`src/rtl/rtos_cmd_issuer_if.sv`:
```
// Command bundle between the CPU/syscall side and rtos_cmd_issuer, plus the
// strobe/data lines the issuer drives toward the task list manager.
interface rtos_cmd_issuer_if #(
  parameter int FIFO_DEPTH = 8
);
  localparam int LW = $clog2(FIFO_DEPTH) + 1;

  logic          cmd_valid_in;
  logic          cmd_ready_out;
  logic [2:0]    cmd_op_in;
  logic [7:0]    cmd_id_in;
  logic [5:0]    cmd_prio_in;
  logic [31:0]   cmd_arg_in;
  logic [31:0]   tickval_in;
  logic          createTask_out;
  logic          suspendTask_out;
  logic          resumeTask_out;
  logic          delayTask_out;
  logic [7:0]    idTask_out;
  logic [5:0]    priority_out;
  logic [31:0]   addrTCB_out;
  logic [31:0]   valueDelay_out;
  logic          cmd_done_out;
  logic          cmd_err_out;
  logic [LW-1:0] fifo_level_out;

  modport master (
    output cmd_valid_in, cmd_op_in, cmd_id_in, cmd_prio_in, cmd_arg_in, tickval_in,
    input  cmd_ready_out, createTask_out, suspendTask_out, resumeTask_out, delayTask_out,
           idTask_out, priority_out, addrTCB_out, valueDelay_out, cmd_done_out,
           cmd_err_out, fifo_level_out
  );

  modport slave (
    input  cmd_valid_in, cmd_op_in, cmd_id_in, cmd_prio_in, cmd_arg_in, tickval_in,
    output cmd_ready_out, createTask_out, suspendTask_out, resumeTask_out, delayTask_out,
           idTask_out, priority_out, addrTCB_out, valueDelay_out, cmd_done_out,
           cmd_err_out, fifo_level_out
  );
endinterface

```
`src/rtl/rtos_cmd_issuer.sv`:
```
// Buffers task commands and issues them to the list manager as one-cycle strobes
// with registered data, converting relative delays to absolute wake ticks.
module rtos_cmd_issuer #(
  parameter int FIFO_DEPTH = 8,
  parameter int GAP_CYCLES = 4,
  parameter int MAX_TASKS  = 64
) (
  input  logic             aclk,
  input  logic             areset,
  rtos_cmd_issuer_if.slave bus
);
  localparam int AW = $clog2(FIFO_DEPTH);
  localparam int LW = AW + 1;
  localparam int GW = (GAP_CYCLES > 1) ? $clog2(GAP_CYCLES) : 1;

  localparam logic [2:0] OP_CREATE  = 3'd1;
  localparam logic [2:0] OP_SUSPEND = 3'd2;
  localparam logic [2:0] OP_RESUME  = 3'd3;
  localparam logic [2:0] OP_DELAY   = 3'd4;

  localparam logic [2:0] S_IDLE   = 3'd0;
  localparam logic [2:0] S_LOAD   = 3'd1;
  localparam logic [2:0] S_ISSUE  = 3'd2;
  localparam logic [2:0] S_REJECT = 3'd3;
  localparam logic [2:0] S_GAP    = 3'd4;

  typedef struct packed {
    logic [2:0]  op;
    logic [7:0]  id;
    logic [5:0]  prio;
    logic [31:0] arg;
  } entry_t;

  entry_t        mem [FIFO_DEPTH];
  entry_t        work;
  logic [AW-1:0] wr_ptr;
  logic [AW-1:0] rd_ptr;
  logic [LW-1:0] level;
  logic [2:0]    state;
  logic [GW-1:0] gap_cnt;
  logic          full;
  logic          empty;
  logic          ready;
  logic          push;
  logic          pop;
  logic          op_ok;
  logic          id_ok;
  logic          create_q;
  logic          suspend_q;
  logic          resume_q;
  logic          delay_q;
  logic          done_q;
  logic          err_q;
  logic [7:0]    id_q;
  logic [5:0]    prio_q;
  logic [31:0]   addr_q;
  logic [31:0]   wake_q;

  // Ready is forced low during reset so nothing is accepted while flushing.
  assign full  = (level == LW'(FIFO_DEPTH));
  assign empty = (level == '0);
  assign ready = !full && !areset;
  assign push  = bus.cmd_valid_in && ready;
  assign pop   = (state == S_IDLE) && !empty;

  assign op_ok = (work.op == OP_CREATE) || (work.op == OP_SUSPEND) ||
                 (work.op == OP_RESUME) || (work.op == OP_DELAY);
  assign id_ok = ({24'd0, work.id} < 32'(MAX_TASKS));

  always_ff @(posedge aclk) begin
    if (push) mem[wr_ptr] <= {bus.cmd_op_in, bus.cmd_id_in, bus.cmd_prio_in, bus.cmd_arg_in};
  end

  always_ff @(posedge aclk or posedge areset) begin
    if (areset) begin
      wr_ptr <= '0;
      rd_ptr <= '0;
      level  <= '0;
    end else begin
      if (push) wr_ptr <= wr_ptr + 1'b1;
      if (pop)  rd_ptr <= rd_ptr + 1'b1;
      if (push && !pop)      level <= level + 1'b1;
      else if (pop && !push) level <= level - 1'b1;
    end
  end

  // Strobes and err default low each cycle; data registers hold until the next LOAD exit.
  always_ff @(posedge aclk or posedge areset) begin
    if (areset) begin
      state     <= S_IDLE;
      work      <= '0;
      gap_cnt   <= '0;
      create_q  <= 1'b0;
      suspend_q <= 1'b0;
      resume_q  <= 1'b0;
      delay_q   <= 1'b0;
      done_q    <= 1'b0;
      err_q     <= 1'b0;
      id_q      <= '0;
      prio_q    <= '0;
      addr_q    <= '0;
      wake_q    <= '0;
    end else begin
      create_q  <= 1'b0;
      suspend_q <= 1'b0;
      resume_q  <= 1'b0;
      delay_q   <= 1'b0;
      done_q    <= 1'b0;
      err_q     <= 1'b0;
      case (state)
        S_IDLE: begin
          if (!empty) begin
            work  <= mem[rd_ptr];
            state <= S_LOAD;
          end
        end
        S_LOAD: begin
          id_q <= work.id;
          if (!(op_ok && id_ok)) begin
            err_q <= 1'b1;
            state <= S_REJECT;
          end else begin
            done_q <= 1'b1;
            state  <= S_ISSUE;
            case (work.op)
              OP_CREATE: begin
                create_q <= 1'b1;
                prio_q   <= work.prio;
                addr_q   <= work.arg;
              end
              OP_SUSPEND: begin
                suspend_q <= 1'b1;
                prio_q    <= work.prio;
              end
              OP_RESUME: begin
                resume_q <= 1'b1;
                prio_q   <= work.prio;
              end
              OP_DELAY: begin
                delay_q <= 1'b1;
                wake_q  <= bus.tickval_in + work.arg;
              end
              default: ;
            endcase
          end
        end
        S_ISSUE: begin
          if (GAP_CYCLES == 0) begin
            state <= S_IDLE;
          end else begin
            gap_cnt <= GW'(GAP_CYCLES - 1);
            state   <= S_GAP;
          end
        end
        S_REJECT: state <= S_IDLE;
        S_GAP: begin
          if (gap_cnt == '0) state <= S_IDLE;
          else               gap_cnt <= gap_cnt - 1'b1;
        end
        default: state <= S_IDLE;
      endcase
    end
  end

  assign bus.cmd_ready_out   = ready;
  assign bus.createTask_out  = create_q;
  assign bus.suspendTask_out = suspend_q;
  assign bus.resumeTask_out  = resume_q;
  assign bus.delayTask_out   = delay_q;
  assign bus.cmd_done_out    = done_q;
  assign bus.cmd_err_out     = err_q;
  assign bus.idTask_out      = id_q;
  assign bus.priority_out    = prio_q;
  assign bus.addrTCB_out     = addr_q;
  assign bus.valueDelay_out  = wake_q;
  assign bus.fifo_level_out  = level;
endmodule

```
`src/flat_wrapper.sv`:
```
// flat-port wrapper written by rule: the top's interface ports become plain ports
module rtos_cmd_issuer_flat 
#(
  parameter int FIFO_DEPTH = 8,
  parameter int GAP_CYCLES = 4,
  parameter int MAX_TASKS  = 64
)
  (aclk, areset, bus_cmd_valid_in, bus_cmd_op_in, bus_cmd_id_in, bus_cmd_prio_in, bus_cmd_arg_in, bus_tickval_in, bus_cmd_ready_out, bus_createTask_out, bus_suspendTask_out, bus_resumeTask_out, bus_delayTask_out, bus_idTask_out, bus_priority_out, bus_addrTCB_out, bus_valueDelay_out, bus_cmd_done_out, bus_cmd_err_out, bus_fifo_level_out);
  rtos_cmd_issuer_if #(.FIFO_DEPTH(FIFO_DEPTH)) bus_i ();
  input  logic aclk;
  input  logic areset;
  input wire logic [$bits(bus_i.cmd_valid_in)-1:0] bus_cmd_valid_in;
  input wire logic [$bits(bus_i.cmd_op_in)-1:0] bus_cmd_op_in;
  input wire logic [$bits(bus_i.cmd_id_in)-1:0] bus_cmd_id_in;
  input wire logic [$bits(bus_i.cmd_prio_in)-1:0] bus_cmd_prio_in;
  input wire logic [$bits(bus_i.cmd_arg_in)-1:0] bus_cmd_arg_in;
  input wire logic [$bits(bus_i.tickval_in)-1:0] bus_tickval_in;
  output wire logic [$bits(bus_i.cmd_ready_out)-1:0] bus_cmd_ready_out;
  output wire logic [$bits(bus_i.createTask_out)-1:0] bus_createTask_out;
  output wire logic [$bits(bus_i.suspendTask_out)-1:0] bus_suspendTask_out;
  output wire logic [$bits(bus_i.resumeTask_out)-1:0] bus_resumeTask_out;
  output wire logic [$bits(bus_i.delayTask_out)-1:0] bus_delayTask_out;
  output wire logic [$bits(bus_i.idTask_out)-1:0] bus_idTask_out;
  output wire logic [$bits(bus_i.priority_out)-1:0] bus_priority_out;
  output wire logic [$bits(bus_i.addrTCB_out)-1:0] bus_addrTCB_out;
  output wire logic [$bits(bus_i.valueDelay_out)-1:0] bus_valueDelay_out;
  output wire logic [$bits(bus_i.cmd_done_out)-1:0] bus_cmd_done_out;
  output wire logic [$bits(bus_i.cmd_err_out)-1:0] bus_cmd_err_out;
  output wire logic [$bits(bus_i.fifo_level_out)-1:0] bus_fifo_level_out;
  assign bus_i.cmd_valid_in = bus_cmd_valid_in;
  assign bus_i.cmd_op_in = bus_cmd_op_in;
  assign bus_i.cmd_id_in = bus_cmd_id_in;
  assign bus_i.cmd_prio_in = bus_cmd_prio_in;
  assign bus_i.cmd_arg_in = bus_cmd_arg_in;
  assign bus_i.tickval_in = bus_tickval_in;
  assign bus_cmd_ready_out = bus_i.cmd_ready_out;
  assign bus_createTask_out = bus_i.createTask_out;
  assign bus_suspendTask_out = bus_i.suspendTask_out;
  assign bus_resumeTask_out = bus_i.resumeTask_out;
  assign bus_delayTask_out = bus_i.delayTask_out;
  assign bus_idTask_out = bus_i.idTask_out;
  assign bus_priority_out = bus_i.priority_out;
  assign bus_addrTCB_out = bus_i.addrTCB_out;
  assign bus_valueDelay_out = bus_i.valueDelay_out;
  assign bus_cmd_done_out = bus_i.cmd_done_out;
  assign bus_cmd_err_out = bus_i.cmd_err_out;
  assign bus_fifo_level_out = bus_i.fifo_level_out;
  rtos_cmd_issuer #(.FIFO_DEPTH(FIFO_DEPTH), .GAP_CYCLES(GAP_CYCLES), .MAX_TASKS(MAX_TASKS)) u_core (.aclk(aclk), .areset(areset), .bus(bus_i));
endmodule
```
`config.mk`:
```
export PLATFORM = sky130hd
export DESIGN_NAME = rtos_cmd_issuer_flat
export DESIGN_NICKNAME = d
export VERILOG_FILES = /design/src/rtl/rtos_cmd_issuer_if.sv /design/src/rtl/rtos_cmd_issuer.sv /design/src/flat_wrapper.sv
export SDC_FILE = /design/constraint.sdc
export NUM_CORES = 1
export LEC_CHECK = 0
export CAP_MARGIN = 20
export CORE_AREA = 2 2 195 197
export CTS_BUF_LIST = sky130_fd_sc_hd__clkbuf_8
export DETAILED_ROUTE_END_ITERATION = 8
export DIE_AREA = 0 0 197 199
export PLACE_DENSITY = 0.81
export SYNTH_ARGS = -nofsm -noshare
export SYNTH_HDL_FRONTEND = slang
export SYNTH_SLANG_ARGS = --single-unit
```
`constraint.sdc`:
```
create_clock -name aclk -period 10.62 [get_ports aclk]
set_input_delay 1.593 -clock aclk [delete_from_list [all_inputs] [get_ports aclk]]
set_output_delay 1.593 -clock aclk [all_outputs]
set_load 0.01 [all_outputs]
```
==> summary.txt, run 1 <==
CLOCK TREE
--------------------------------------------------------------------------------------
Number of H-tree branching levels                                                    3
Quantity of hold-fixing buffers added after cts                                      0
Inserted Clock Buffers                                                              83
CTS root buffer                                                           sky130_fd_sc_hd__clkbuf_8
Post-CTS setup-driven buffer insertion count                                         0
Number of clock sinks seen by CTS                                                  540
CTS tree                                                                         built
Buffer levels on the longest clock path                                              3
Number of resized instances in the post-cts repair step                              0
Insertion delay to the later sink of the worst-skew pair                        640 ps
Clock-pin slew on the worst setup and hold paths                                 60 ps

STA
--------------------------------------------------------------------------------------
Final Hold Fails                                                                     0
Fin. max-slew vios                                                                   0
Final critical-path share of the clock period                                   41.69%
Tightest Pin Transition                                                        1045 ps
Maximum achievable frequency                                                0.2258 GHz
Setup-failing EPs final                                                              0
Summed negative setup slack over all endpoints                                    0 ps
Worst clock skew                                                              24.62 ps
Setup WS post-layout                                                           6192 ps
Final Critical Period                                                          4428 ps
Worst slew margin relative to its limit                                         29.66%
RSZ-0062 raised after global routing                                                no

LAYOUT
--------------------------------------------------------------------------------------
Commonest non-fill, non-tap cells in the layout                           sky130_fd_sc_hd__edfxtp_1 (392), sky130_fd_sc_hd__clkdlybuf4s50_1 (172), sky130_fd_sc_hd__dfrtp_1 (145)
Leading cell type in the layout, fill and taps excluded                   sky130_fd_sc_hd__edfxtp_1
Fill cell instance count of the final layout                                     2,292
Fraction of layout cells with a size suffix above 1                             19.26%
Area of all sequential standard cells                                      0.01548 mm2
# nets final                                                                     1,628
Area occupied by multi-input gates                                        0.006240 mm2
Synthesis-to-layout area growth                                                 18.66%

STATUS
--------------------------------------------------------------------------------------
Result of the run                                                         complete, no violations

ROUTING
--------------------------------------------------------------------------------------
Routed wire per std cell                                                      22.43 um
Via Count                                                                       12,200
Final routed DRC violation total                                                     0
Wire length on met3                                                            3261 um
Initial DRC count                                                                  792
Detailed-routing wirelength on met1                                          19,030 um
Via density per instance                                                         5.949
DRT antenna net count                                                                0
Routed WL                                                                    45,970 um
Detailed Routing Iterations Pass 1                                                   5
Uppermost routed layer                                                            met5
Routed wl met2                                                               22,660 um

PLACEMENT
--------------------------------------------------------------------------------------
Count of buffers inserted at the top-level ports                                   172
HPWL after detailed placement                                                28,170 um
DP Worst Slack                                                                 5990 ps
Final weighted congestion of routability-driven global placement                0.9893

CRITICAL PATH
--------------------------------------------------------------------------------------
Worst-path cell chain                                                     clkdlybuf4s50_1, a21oi_1, clkdlybuf4s50_1
Largest stage delay on the critical path                                        560 ps
Crit path required time                                                        9030 ps
Arrival time worst endpoint                                                    2830 ps
Critical path buffers and inverters                                                  2
Worst R2R Start                                                           u_core.state[1]$_DFFE_PP0P_
Slack of the worst reg-to-reg path                                             7470 ps
Crit-path slowest cell                                                    sky130_fd_sc_hd__clkdlybuf4s50_1
Cell count of the worst reg-to-reg path                                              5
Reg-to-Reg End                                                            u_core.bus.addrTCB_out[7]$_DFFE_PP0P_
Sort of element at the start of the critical path                         primary input
Top cell by count, worst path                                             sky130_fd_sc_hd__clkdlybuf4s50_1
Family with the most delay on the worst path                              buffers and inverters
Peak fanout along the critical path                                                  2
Endpoint kind of the worst setup timing path                                output pin
Startpoint-to-endpoint class of the critical path                         primary input to output pin

FLOORPLANNING
--------------------------------------------------------------------------------------
IO Pins                                                                            173
Std-Cell Core Area                                                         0.03713 mm2
Die area                                                                   0.03920 mm2
Y dimension of the die                                                          199 um
Width of the die                                                                197 um
Total number of placement rows                                                      71
Initial standard-cell utilization of the core                                   59.20%

POWER AND IR DROP
--------------------------------------------------------------------------------------
Cell leakage power                                                            9.760 nW
PD cells                                                                  276.2 mW/mm2
Maximum VDD drop                                                           0.0001643 V

GLOBAL ROUTE
--------------------------------------------------------------------------------------
Via count of the first global-routing pass                                      12,530
Largest net degree at the start of global routing                                  102
Remaining Overflow, GRT                                                              0
Number of antenna violations at the first check in global routing                    8
Global-route wire length before repair                                       71,440 um
GR Util All Layers                                                              24.46%

YOSYS
--------------------------------------------------------------------------------------
Number of distinct standard cells referenced by the synthesized netlist             55
Largest area contributor in the netlist                                   sky130_fd_sc_hd__edfxtp_1
Async set or reset register ratio after synthesis                               27.41%
Syn nets                                                                         1,412
Top post-synthesis cells by area                                          sky130_fd_sc_hd__edfxtp_1 (54%), sky130_fd_sc_hd__dfrtp_1 (17%), sky130_fd_sc_hd__mux4_2 (10%), sky130_fd_sc_hd__nand2_1 (2.3%), sky130_fd_sc_hd__mux2i_1 (2.3%)
Number of synthesized flops with an enable pin                                     392
Most used flip-flop cell after synthesis                                  sky130_fd_sc_hd__edfxtp_1
Post-synth top area share                                                       53.55%
Synthesized area per cell                                                    17.05 um2
FF+latch count, synth                                                              540
Sequential element share of the synthesized area                                70.39%
Syn Std Cell Area                                                          0.02198 mm2
Yosys warns                                                                          0
Gate Count Post-Synth                                                            1,289

JOB
--------------------------------------------------------------------------------------
Max cap viols                                                                        0

WORST HOLD PATH
--------------------------------------------------------------------------------------
Hold Crit Class                                                           flip-flop to flip-flop
Terminating pin of the worst hold path                                    u_core.bus.idTask_out[3]$_DFFE_PP0P_
Hold path startpoint                                                      u_core.work[41]$_DFFE_PP0P_
Hold Path Cell Cnt                                                                   2

[how the worst max path moves through the flow]
stage	start	endpoint	slack, ps	cells after the start
after global placement	areset	u_core.mem[7][34]$_DFFE_PP_	6070	6
after detailed placement	areset	u_core.mem[6][37]$_DFFE_PP_	5990	6
final	areset	bus_cmd_ready_out	6190	3
after CTS	areset	bus_cmd_ready_out	6180	3
after global routing	areset	bus_cmd_ready_out	6130	3
after floorplan	areset	u_core.mem[0][0]$_DFFE_PP_	4420	5
[cell type report]
type | instances | area share [%]
tap | 474 | 2.274
clock inverter | 49 | 1.549
antenna | 3 | 0.02878
multi-input combinational | 672 | 23.92
timing repair buffer | 189 | 7.089
inverter | 19 | 0.2926
clock buffer | 104 | 5.487
sequential | 540 | 59.36
[tightest hold or removal path: cells and delay by family, from the launching register on]
kind | cells | cell delay, ps
DFF | 1 | 340
and+or+nand+nor | 2 | 100
[synth_stat cells, types with 3 or more instances]
master	instances
sky130_fd_sc_hd__mux2_2	12
sky130_fd_sc_hd__mux2i_1	51
sky130_fd_sc_hd__clkbuf_1	36
sky130_fd_sc_hd__mux4_2	98
sky130_fd_sc_hd__and3_1	5
sky130_fd_sc_hd__buf_1	6
sky130_fd_sc_hd__mux2_4	29
sky130_fd_sc_hd__o211ai_1	6
sky130_fd_sc_hd__buf_2	13
sky130_fd_sc_hd__nand2b_1	4
sky130_fd_sc_hd__a31oi_1	4
sky130_fd_sc_hd__and2_1	5
sky130_fd_sc_hd__buf_6	3
sky130_fd_sc_hd__ha_1	37
sky130_fd_sc_hd__edfxtp_1	392
sky130_fd_sc_hd__o21ai_0	91
sky130_fd_sc_hd__nor2_1	33
sky130_fd_sc_hd__a21boi_0	4
sky130_fd_sc_hd__xor2_1	18
sky130_fd_sc_hd__xnor2_1	19
sky130_fd_sc_hd__nand2_1	137
sky130_fd_sc_hd__o21bai_1	5
sky130_fd_sc_hd__nand3_1	10
sky130_fd_sc_hd__inv_1	18
sky130_fd_sc_hd__nor4_1	3
sky130_fd_sc_hd__nand4_1	9
sky130_fd_sc_hd__a21o_1	7
sky130_fd_sc_hd__a21oi_1	41
sky130_fd_sc_hd__a221oi_1	4
sky130_fd_sc_hd__nor3_1	8
sky130_fd_sc_hd__dfrtp_1	148
[report_power, final]
group	leakage [nW]	switching (W)	internal, W
clock	1.01	0.000790	0.00106
combinational	3.41	0.00120	0.00117
sequential	5.34	0.000325	0.00266
[logic make-up (layout without fill, tap and decap cells)]
family	Yosys count	count (layout)	synth area share, %
mux	190	190	14.96
simple gates	226	226	4.565
buf+inv	77	361	1.491
fa+ha+maj	39	39	2.288
other cells	0	3	0
compound gates	180	180	4.832
xor+xnor	37	37	1.474
flops	540	540	70.39
[metal layers]
metal	vias to the layer above	GRT usage [%]
li1	5446	-
met1	6129	32.58
met2	526	40.88
met3	86	4.951
met4	8	8.326
met5	-	0
[sequential cells by signal, indices dropped and copies added, names as in the netlist, 2 cells and up]
signal                     cells
u_core.mem                   392
u_core.work                   49
u_core.bus.addrTCB_out        32
u_core.bus.valueDelay_out     32
u_core.bus.idTask_out          8
u_core.bus.priority_out        6
u_core.bus.fifo_level_out      4
u_core.rd_ptr                  3
u_core.state                   3
u_core.wr_ptr                  3
u_core.gap_cnt                 2
[per-stage QoR]
stage | instances | hold slack [ps] | util, % | power (W) | area, um2
2_1_floorplan | 1289 | 438.6 | - | 0.004552 | 21980
3_3_place_gp | 1894 | 452.0 | 65.28 | 0.005313 | 24240
3_5_place_dp | 1894 | 462.0 | 65.28 | 0.005394 | 24240
4_1_cts | 2047 | 474.6 | 70.23 | 0.007250 | 26080
5_1_grt | 2048 | 504.1 | 70.23 | 0.007601 | 26080
6_report | 2050 | 469.3 | 70.25 | 0.007205 | 26090
Note: power is estimated with default switching activity, not from simulation.
==> inputs of run 2 (changes only) <==
--- a/config.mk
+++ b/config.mk
@@ -6,11 +6,11 @@
 export NUM_CORES = 1
 export LEC_CHECK = 0
 export CAP_MARGIN = 20
-export CORE_AREA = 2 2 195 197
+export CORE_AREA = 2 2 203 205
 export CTS_BUF_LIST = sky130_fd_sc_hd__clkbuf_8
 export DETAILED_ROUTE_END_ITERATION = 8
-export DIE_AREA = 0 0 197 199
-export PLACE_DENSITY = 0.81
+export DIE_AREA = 0 0 205 207
+export PLACE_DENSITY = 0.79
 export SYNTH_ARGS = -nofsm -noshare
 export SYNTH_HDL_FRONTEND = slang
 export SYNTH_SLANG_ARGS = --single-unit
==> constraint.sdc (replaced) <==
create_clock -name aclk -period 3.6 [get_ports aclk]
set_input_delay 0.54 -clock aclk [delete_from_list [all_inputs] [get_ports aclk]]
set_output_delay 0.54 -clock aclk [all_outputs]
set_load 0.01 [all_outputs]
==> summary.txt, run 2 (same netlist as run 1, synthesis figures left out) <==
STA
--------------------------------------------------------------------------------
Final Hold Fails                                                               0   unchanged
Worst slew margin relative to its limit                                   46.43%   was 29.66%
Final Critical Period                                                    2694 ps
Final critical-path share of the clock period                             74.84%
Fin. max-slew vios                                                             0   unchanged
Setup WS post-layout                                                    905.6 ps   was 6192 ps
Maximum achievable frequency                                          0.3711 GHz
Worst clock skew                                                        31.04 ps   was 24.62 ps
Setup-failing EPs final                                                        0   unchanged
Tightest Pin Transition                                                 803.5 ps   was 1045 ps
RSZ-0062 raised after global routing                                          no   unchanged

CRITICAL PATH
--------------------------------------------------------------------------------
Startpoint-to-endpoint class of the critical path                   flip-flop to flip-flop   was primary input to output pin
Slack of the worst reg-to-reg path                                        910 ps   was 7470 ps
Reg-to-Reg End                                                      u_core.bus.valueDelay_out[28]$_DFFE_PP0P_   was u_core.bus.addrTCB_out[7]$_DFFE_PP0P_
Worst R2R Start                                                     u_core.work[0]$_DFFE_PP0P_   was u_core.state[1]$_DFFE_PP0P_
Sort of element at the start of the critical path                      flip-flop   was primary input
Arrival time worst endpoint                                              3210 ps   was 2830 ps
Endpoint kind of the worst setup timing path                           flip-flop   was output pin
Peak fanout along the critical path                                            3   was 2
Origin of the worst setup path                                      u_core.work[0]$_DFFE_PP0P_   was areset
Cell count of the worst reg-to-reg path                                        9   was 5
Crit path required time                                                  4120 ps   was 9030 ps

LAYOUT
--------------------------------------------------------------------------------
Flip-flop count of the largest register after layout                         392   unchanged
Synthesis-to-layout area growth                                           19.42%   was 18.66%
# nets final                                                               1,641   was 1,628
Leading cell type in the layout, fill and taps excluded             sky130_fd_sc_hd__edfxtp_1   unchanged
Fill cell instance count of the final layout                               2,748   was 2,292
Fraction of layout cells with a size suffix above 1                       18.90%   was 19.26%
Reg with most FFs                                                     u_core.mem   unchanged
Biggest registers after layout                                      u_core.mem: 392 flops, u_core.work: 49 flops   unchanged
Commonest non-fill, non-tap cells in the layout                     sky130_fd_sc_hd__edfxtp_1 (392), sky130_fd_sc_hd__clkdlybuf4s50_1 (172), sky130_fd_sc_hd__dfrtp_1 (145)   unchanged
Core utilization of the finished layout                                   65.03%   was 70.25%

GLOBAL ROUTE
--------------------------------------------------------------------------------
Global-route wire length before repair                                 71,280 um   was 71,440 um
Via count of the first global-routing pass                                12,330   was 12,530
GR Util All Layers                                                        22.28%   was 24.46%
Remaining Overflow, GRT                                                        0   unchanged
Number of antenna violations at the first check in global routing              3   was 8
Largest net degree at the start of global routing                             61   was 102

ROUTING
--------------------------------------------------------------------------------
Via Count                                                                 12,120   was 12,200
Initial DRC count                                                            810   was 792
Routed wire per std cell                                                21.79 um   was 22.43 um
Via density per instance                                                   5.713   was 5.949
Final routed DRC violation total                                               0   unchanged
Detailed Routing Iterations Pass 1                                             5   unchanged
DRT antenna net count                                                          0   unchanged
Routed WL                                                              46,220 um   was 45,970 um

CLOCK TREE
--------------------------------------------------------------------------------
Post-CTS setup-driven buffer insertion count                                   0   unchanged
Inserted Clock Buffers                                                        85   was 83
Number of clock sinks seen by CTS                                            540   unchanged
CTS tree                                                                   built   unchanged
Number of resized instances in the post-cts repair step                        0   unchanged
Quantity of hold-fixing buffers added after cts                                0   unchanged
Clock-pin slew on the worst setup and hold paths                           70 ps   was 60 ps
CTS root buffer                                                     sky130_fd_sc_hd__clkbuf_8   unchanged
Number of H-tree branching levels                                              3   unchanged
Insertion delay to the later sink of the worst-skew pair                  650 ps   was 640 ps
Buffer levels on the longest clock path                                        3   unchanged

FLOORPLANNING
--------------------------------------------------------------------------------
Die area                                                             0.04244 mm2   was 0.03920 mm2
Total number of placement rows                                                74   was 71
IO Pins                                                                      173   unchanged
Std-Cell Core Area                                                   0.04037 mm2   was 0.03713 mm2
Width of the die                                                          205 um   was 197 um
Initial standard-cell utilization of the core                             54.46%   was 59.20%
Y dimension of the die                                                    207 um   was 199 um

PLACEMENT
--------------------------------------------------------------------------------
Final weighted congestion of routability-driven global placement          0.8798   was 0.9893
Count of buffers inserted at the top-level ports                             172   unchanged
HPWL after detailed placement                                          28,680 um   was 28,170 um
DP Worst Slack                                                          384.3 ps   was 5990 ps

WORST HOLD PATH
--------------------------------------------------------------------------------
Hold Crit Class                                                     primary input to async pin   was flip-flop to flip-flop

POWER AND IR DROP
--------------------------------------------------------------------------------
Cell leakage power                                                      9.852 nW   was 9.760 nW
PD cells                                                            796.6 mW/mm2   was 276.2 mW/mm2
Maximum VDD drop                                                     0.0004422 V   was 0.0001643 V
Final total power                                                      0.02091 W   was 0.007205 W

STATUS
--------------------------------------------------------------------------------
Result of the run                                                   complete, no violations   unchanged

JOB
--------------------------------------------------------------------------------
Max cap viols                                                                  0   unchanged

[run 2: how the worst max path moves through the flow]
stage | to | slack, ps
6_report | u_core.bus.valueDelay_out[28]$_DFFE_PP0P_ | 910
5_1_grt | u_core.bus.valueDelay_out[28]$_DFFE_PP0P_ | 720
4_1_cts | u_core.bus.valueDelay_out[28]$_DFFE_PP0P_ | 910
3_5_place_dp | u_core.bus.valueDelay_out[22]$_DFFE_PP0P_ | 380
3_3_place_gp | u_core.bus.valueDelay_out[28]$_DFFE_PP0P_ | 410
2_1_floorplan | u_core.mem[7][0]$_DFFE_PP_ | -280
[run 2: metal layers]
metal,share of wire (%),wire [um],global-route usage (%)
met4,1.7,791,6.872
met3,7.2,3312,4.673
met5,0.078,36,0
met1,43,19760,31.68
met2,48,22330,35.02
[run 2: critical path: stages (launching register included)]
cell                       delay [ps]
sky130_fd_sc_hd__dfrtp_1          450
sky130_fd_sc_hd__ha_1             240
sky130_fd_sc_hd__fa_1             400
sky130_fd_sc_hd__a21oi_1          220
sky130_fd_sc_hd__nor3_1           110
sky130_fd_sc_hd__o211ai_1         260
sky130_fd_sc_hd__nand3_1          250
sky130_fd_sc_hd__a221oi_1         370
sky130_fd_sc_hd__xor2_1           170
sky130_fd_sc_hd__o21ai_0           90
[run 2: stage by stage]
step | instances | TNS [ps] | hold WS (ps) | instance area [um2]
3_5_place_dp | 1963 | 0 | 466.3 | 24570
6_report | 2121 | 0 | 396.1 | 26250
2_1_floorplan | 1289 | -89910 | 438.6 | 22000
4_1_cts | 2119 | 0 | 356.5 | 26250
3_3_place_gp | 1963 | 0 | 462.7 | 24570
5_1_grt | 2119 | 0 | 439.5 | 26250
[run 2: layout make-up]
class / instances / area [um2] / area share, %
antenna: 2 / 5.005 / 0.01906
clock buffer: 94 / 1294 / 4.928
clock inverter: 62 / 386.6 / 1.473
inverter: 19 / 75.07 / 0.2860
multi-input combinational: 672 / 6259 / 23.84
sequential: 540 / 15490 / 58.99
tap: 532 / 665.6 / 2.536
timing repair buffer: 200 / 2082 / 7.931
[run 2: where the power goes]
| group | leakage, nW | total [W] | switching (W) | internal, W |
|---|---|---|---|---|
| Sequential | 5.34 | 0.00876 | 0.000917 | 0.00784 |
| Clock | 1.00 | 0.00502 | 0.00232 | 0.00270 |
| Combinational | 3.51 | 0.00713 | 0.00358 | 0.00355 |
| Total | 9.85 | 0.0209 | 0.00682 | 0.0141 |
==> inputs of run 3 (changes only) <==
--- a/config.mk
+++ b/config.mk
@@ -6,11 +6,11 @@
 export NUM_CORES = 1
 export LEC_CHECK = 0
 export CAP_MARGIN = 20
-export CORE_AREA = 2 2 203 205
+export CORE_AREA = 2 2 195 197
 export CTS_BUF_LIST = sky130_fd_sc_hd__clkbuf_8
 export DETAILED_ROUTE_END_ITERATION = 8
-export DIE_AREA = 0 0 205 207
-export PLACE_DENSITY = 0.79
+export DIE_AREA = 0 0 197 199
+export PLACE_DENSITY = 0.81
 export SYNTH_ARGS = -nofsm -noshare
 export SYNTH_HDL_FRONTEND = slang
 export SYNTH_SLANG_ARGS = --single-unit
==> constraint.sdc (replaced) <==
create_clock -name aclk -period 2.7 [get_ports aclk]
set_input_delay 0.405 -clock aclk [delete_from_list [all_inputs] [get_ports aclk]]
set_output_delay 0.405 -clock aclk [all_outputs]
set_load 0.01 [all_outputs]
==> summary.txt, run 3 (same netlist as run 1, synthesis figures left out) <==
STA
--------------------------------------------------------------------------------
Setup WS post-layout                                                    174.1 ps   was 905.6 ps
Setup-failing EPs final                                                        0   unchanged
Final critical-path share of the clock period                             93.55%   was 74.84%
Worst clock skew                                                        25.50 ps   was 31.04 ps
Final hold slack                                                        287.8 ps   was 396.1 ps
Worst slew margin relative to its limit                                   53.05%   was 46.43%
Final Hold Fails                                                               0   unchanged
Final Critical Period                                                    2526 ps   was 2694 ps
Fin. max-slew vios                                                             0   unchanged
Summed negative setup slack over all endpoints                              0 ps   unchanged
Maximum achievable frequency                                          0.3959 GHz   was 0.3711 GHz
Tightest Pin Transition                                                 704.2 ps   was 803.5 ps

POWER AND IR DROP
--------------------------------------------------------------------------------
PD cells                                                             1079 mW/mm2   was 796.6 mW/mm2
Internal power consumption                                             0.01955 W   was 0.01409 W
Clock Power Share                                                          23.8%   was 24.0%
Sequential group share of total power                                      40.2%   was 41.9%
Maximum VDD drop                                                     0.0006460 V   was 0.0004422 V
Power share of the combinational group                                     35.9%   was 34.1%
Switching power total                                                 0.009426 W   was 0.006817 W
Cell leakage power                                                      10.20 nW   was 9.852 nW
Share of total power consumed by net switching                            32.53%   was 32.60%

FLOORPLANNING
--------------------------------------------------------------------------------
Initial standard-cell utilization of the core                             59.20%   was 54.46%
Std-Cell Core Area                                                   0.03713 mm2   was 0.04037 mm2
Total number of placement rows                                                71   was 74
Y dimension of the die                                                    199 um   was 207 um
IO Pins                                                                      173   unchanged
Die area                                                             0.03920 mm2   was 0.04244 mm2
Width of the die                                                          197 um   was 205 um

CRITICAL PATH
--------------------------------------------------------------------------------
Sort of element at the start of the critical path                      flip-flop   unchanged
Arrival time worst endpoint                                              3030 ps   was 3210 ps
Endpoint kind of the worst setup timing path                           flip-flop   unchanged
Crit path required time                                                  3200 ps   was 4120 ps
Startpoint-to-endpoint class of the critical path                   flip-flop to flip-flop   unchanged
Worst R2R Start                                                     u_core.work[0]$_DFFE_PP0P_   unchanged
Peak fanout along the critical path                                            3   unchanged
Origin of the worst setup path                                      u_core.work[0]$_DFFE_PP0P_   unchanged

WORST HOLD PATH
--------------------------------------------------------------------------------
Hold Crit Class                                                     primary input to async pin   unchanged

GLOBAL ROUTE
--------------------------------------------------------------------------------
Number of antenna violations at the first check in global routing              2   was 3
Via count of the first global-routing pass                                12,950   was 12,330
Gr busiest metal                                                            met2   unchanged
Met1 usage                                                                33.83%   was 31.68%
Largest net degree at the start of global routing                             90   was 61
GR Util All Layers                                                        25.18%   was 22.28%
Remaining Overflow, GRT                                                        0   unchanged
Global-route wire length before repair                                 73,730 um   was 71,280 um
Met3 track utilization from global routing                                5.765%   was 4.673%
Met2 usage                                                                41.41%   was 35.02%

ROUTING
--------------------------------------------------------------------------------
Routed wire per std cell                                                22.16 um   was 21.79 um
DRT antenna net count                                                          0   unchanged
Via Count                                                                 12,430   was 12,120
Detailed Routing Iterations Pass 1                                             5   unchanged
Initial DRC count                                                            890   was 810
Via density per instance                                                   5.823   was 5.713
Routed WL                                                              47,300 um   was 46,220 um
Final routed DRC violation total                                               0   unchanged

CLOCK TREE
--------------------------------------------------------------------------------
Inserted Clock Buffers                                                        84   was 85
Insertion delay to the later sink of the worst-skew pair                  650 ps   about the same
Number of H-tree branching levels                                              3   unchanged
Buffer levels on the longest clock path                                        3   unchanged
Clock-pin slew on the worst setup and hold paths                           60 ps   was 70 ps
Number of clock sinks seen by CTS                                            540   unchanged
Post-CTS setup-driven buffer insertion count                                   0   unchanged
CTS tree                                                                   built   unchanged
CTS root buffer                                                     sky130_fd_sc_hd__clkbuf_8   unchanged

PLACEMENT
--------------------------------------------------------------------------------
Count of buffers inserted at the top-level ports                             172   unchanged
DP Worst Slack                                                         -314.6 ps   was 384.3 ps
Placed Cells                                                               1,974   was 1,963
HPWL after detailed placement                                          30,530 um   was 28,680 um
Final weighted congestion of routability-driven global placement          0.9036   was 0.8798

LAYOUT
--------------------------------------------------------------------------------
Biggest registers after layout                                      u_core.mem: 392 flops, u_core.work: 49 flops   unchanged
# nets final                                                               1,709   was 1,641
Final std cells w/o fill                                                   2,134   was 2,121
Core utilization of the finished layout                                   72.33%   was 65.03%
Synthesis-to-layout area growth                                           22.18%   was 19.42%
Flip-flop count of the largest register after layout                         392   unchanged
Commonest non-fill, non-tap cells in the layout                     sky130_fd_sc_hd__edfxtp_1 (392), sky130_fd_sc_hd__clkdlybuf4s50_1 (172), sky130_fd_sc_hd__dfrtp_1 (142)   was sky130_fd_sc_hd__edfxtp_1 (392), sky130_fd_sc_hd__clkdlybuf4s50_1 (172), sky130_fd_sc_hd__dfrtp_1 (145)
Reg with most FFs                                                     u_core.mem   unchanged
Fraction of layout cells with a size suffix above 1                       23.28%   was 18.90%
Leading cell type in the layout, fill and taps excluded             sky130_fd_sc_hd__edfxtp_1   unchanged

JOB
--------------------------------------------------------------------------------
Max cap viols                                                                  0   unchanged

STATUS
--------------------------------------------------------------------------------
Result of the run                                                   complete, no violations   unchanged

==> run 3: changes by cell type in the layout (fill, tap and decap cells not counted), sizes merged <==
cell      before  now
buf           28   97
inv           58   48
clkinv        17   26
clkinvlp       2    5
bufinv         4    6
clkbuf        94   92
==> run 3: per-layer routing <==
| layer | share of wire [%] | wire length [um] |
|---|---|---|
| met2 | 49 | 23190 |
| met3 | 7.1 | 3363 |
| met1 | 42 | 19780 |
| met5 | 0.027 | 13 |
| met4 | 2.0 | 952 |
==> run 3: per-stage QoR <==
| stage | total power [W] | area [um2] |
|---|---|---|
| after floorplan | 0.01794 | 22040 |
| after global routing | 0.03062 | 26850 |
| after global placement | 0.02181 | 25090 |
| after detailed placement | 0.02221 | 25090 |
| after CTS | 0.02917 | 26820 |
| final | 0.02898 | 26860 |
==> run 3: worst paths after layout <==
| check | endpoint | slack [ps] | depth (start not counted) |
|---|---|---|---|
| max | u_core.bus.valueDelay_out[28]$_DFFE_PP0P_ | 170 | 9 |
| max reg2reg | u_core.bus.valueDelay_out[28]$_DFFE_PP0P_ | 170 | 9 |
| min in group aclk | u_core.work[34]$_DFFE_PP0P_ | 480 | 2 |
| min | u_core.bus.addrTCB_out[4]$_DFFE_PP0P_ | 290 | 3 |
| min reg2reg | u_core.work[34]$_DFFE_PP0P_ | 480 | 2 |
| max in group asynchronous | u_core.rd_ptr[0]$_DFFE_PP0P_ | 1900 | 3 |
==> run 3: worst max-delay path, cell delays in order (launching register included) <==
cell and delay, ps:
sky130_fd_sc_hd__dfrtp_1 430, sky130_fd_sc_hd__ha_1 230, sky130_fd_sc_hd__fa_1 430, sky130_fd_sc_hd__a21oi_2 210, sky130_fd_sc_hd__nor3_2 90, sky130_fd_sc_hd__o211ai_1 270
sky130_fd_sc_hd__nand3_2 180, sky130_fd_sc_hd__a221oi_2 300, sky130_fd_sc_hd__xor2_1 160, sky130_fd_sc_hd__o21ai_0 90
==> run 3: cell type report <==
| class | instances | area [um2] |
|---|---|---|
| Antenna cell | 2 | 5.005 |
| Timing Repair Buffer | 269 | 2663 |
| Clock buffer | 92 | 1266 |
| Tap cell | 474 | 593.1 |
| Fill cell | 2257 | 10270 |
| Multi-Input combinational cell | 672 | 6301 |
| Clock inverter | 66 | 466.7 |
| Inverter | 19 | 75.07 |
| Sequential cell | 540 | 15490 |
==> run 3: power groups by stage <==
stage	Combinational, W	Clock, W	Sequential, W
detailed placement	0.0104	0	0.0118
global placement	0.0101	0	0.0117
finish	0.0104	0.00691	0.0117
global route	0.0114	0.00742	0.0118
CTS	0.0105	0.00706	0.0117
floorplan	0.00641	0	0.0115
==> run 3: repair_timing <==
action,4_1_cts,5_1_grt
gates resized for setup,0,7
hold buffers,0,0
endpoints found under the hold margin,0,0
endpoints found under the setup margin,0,6
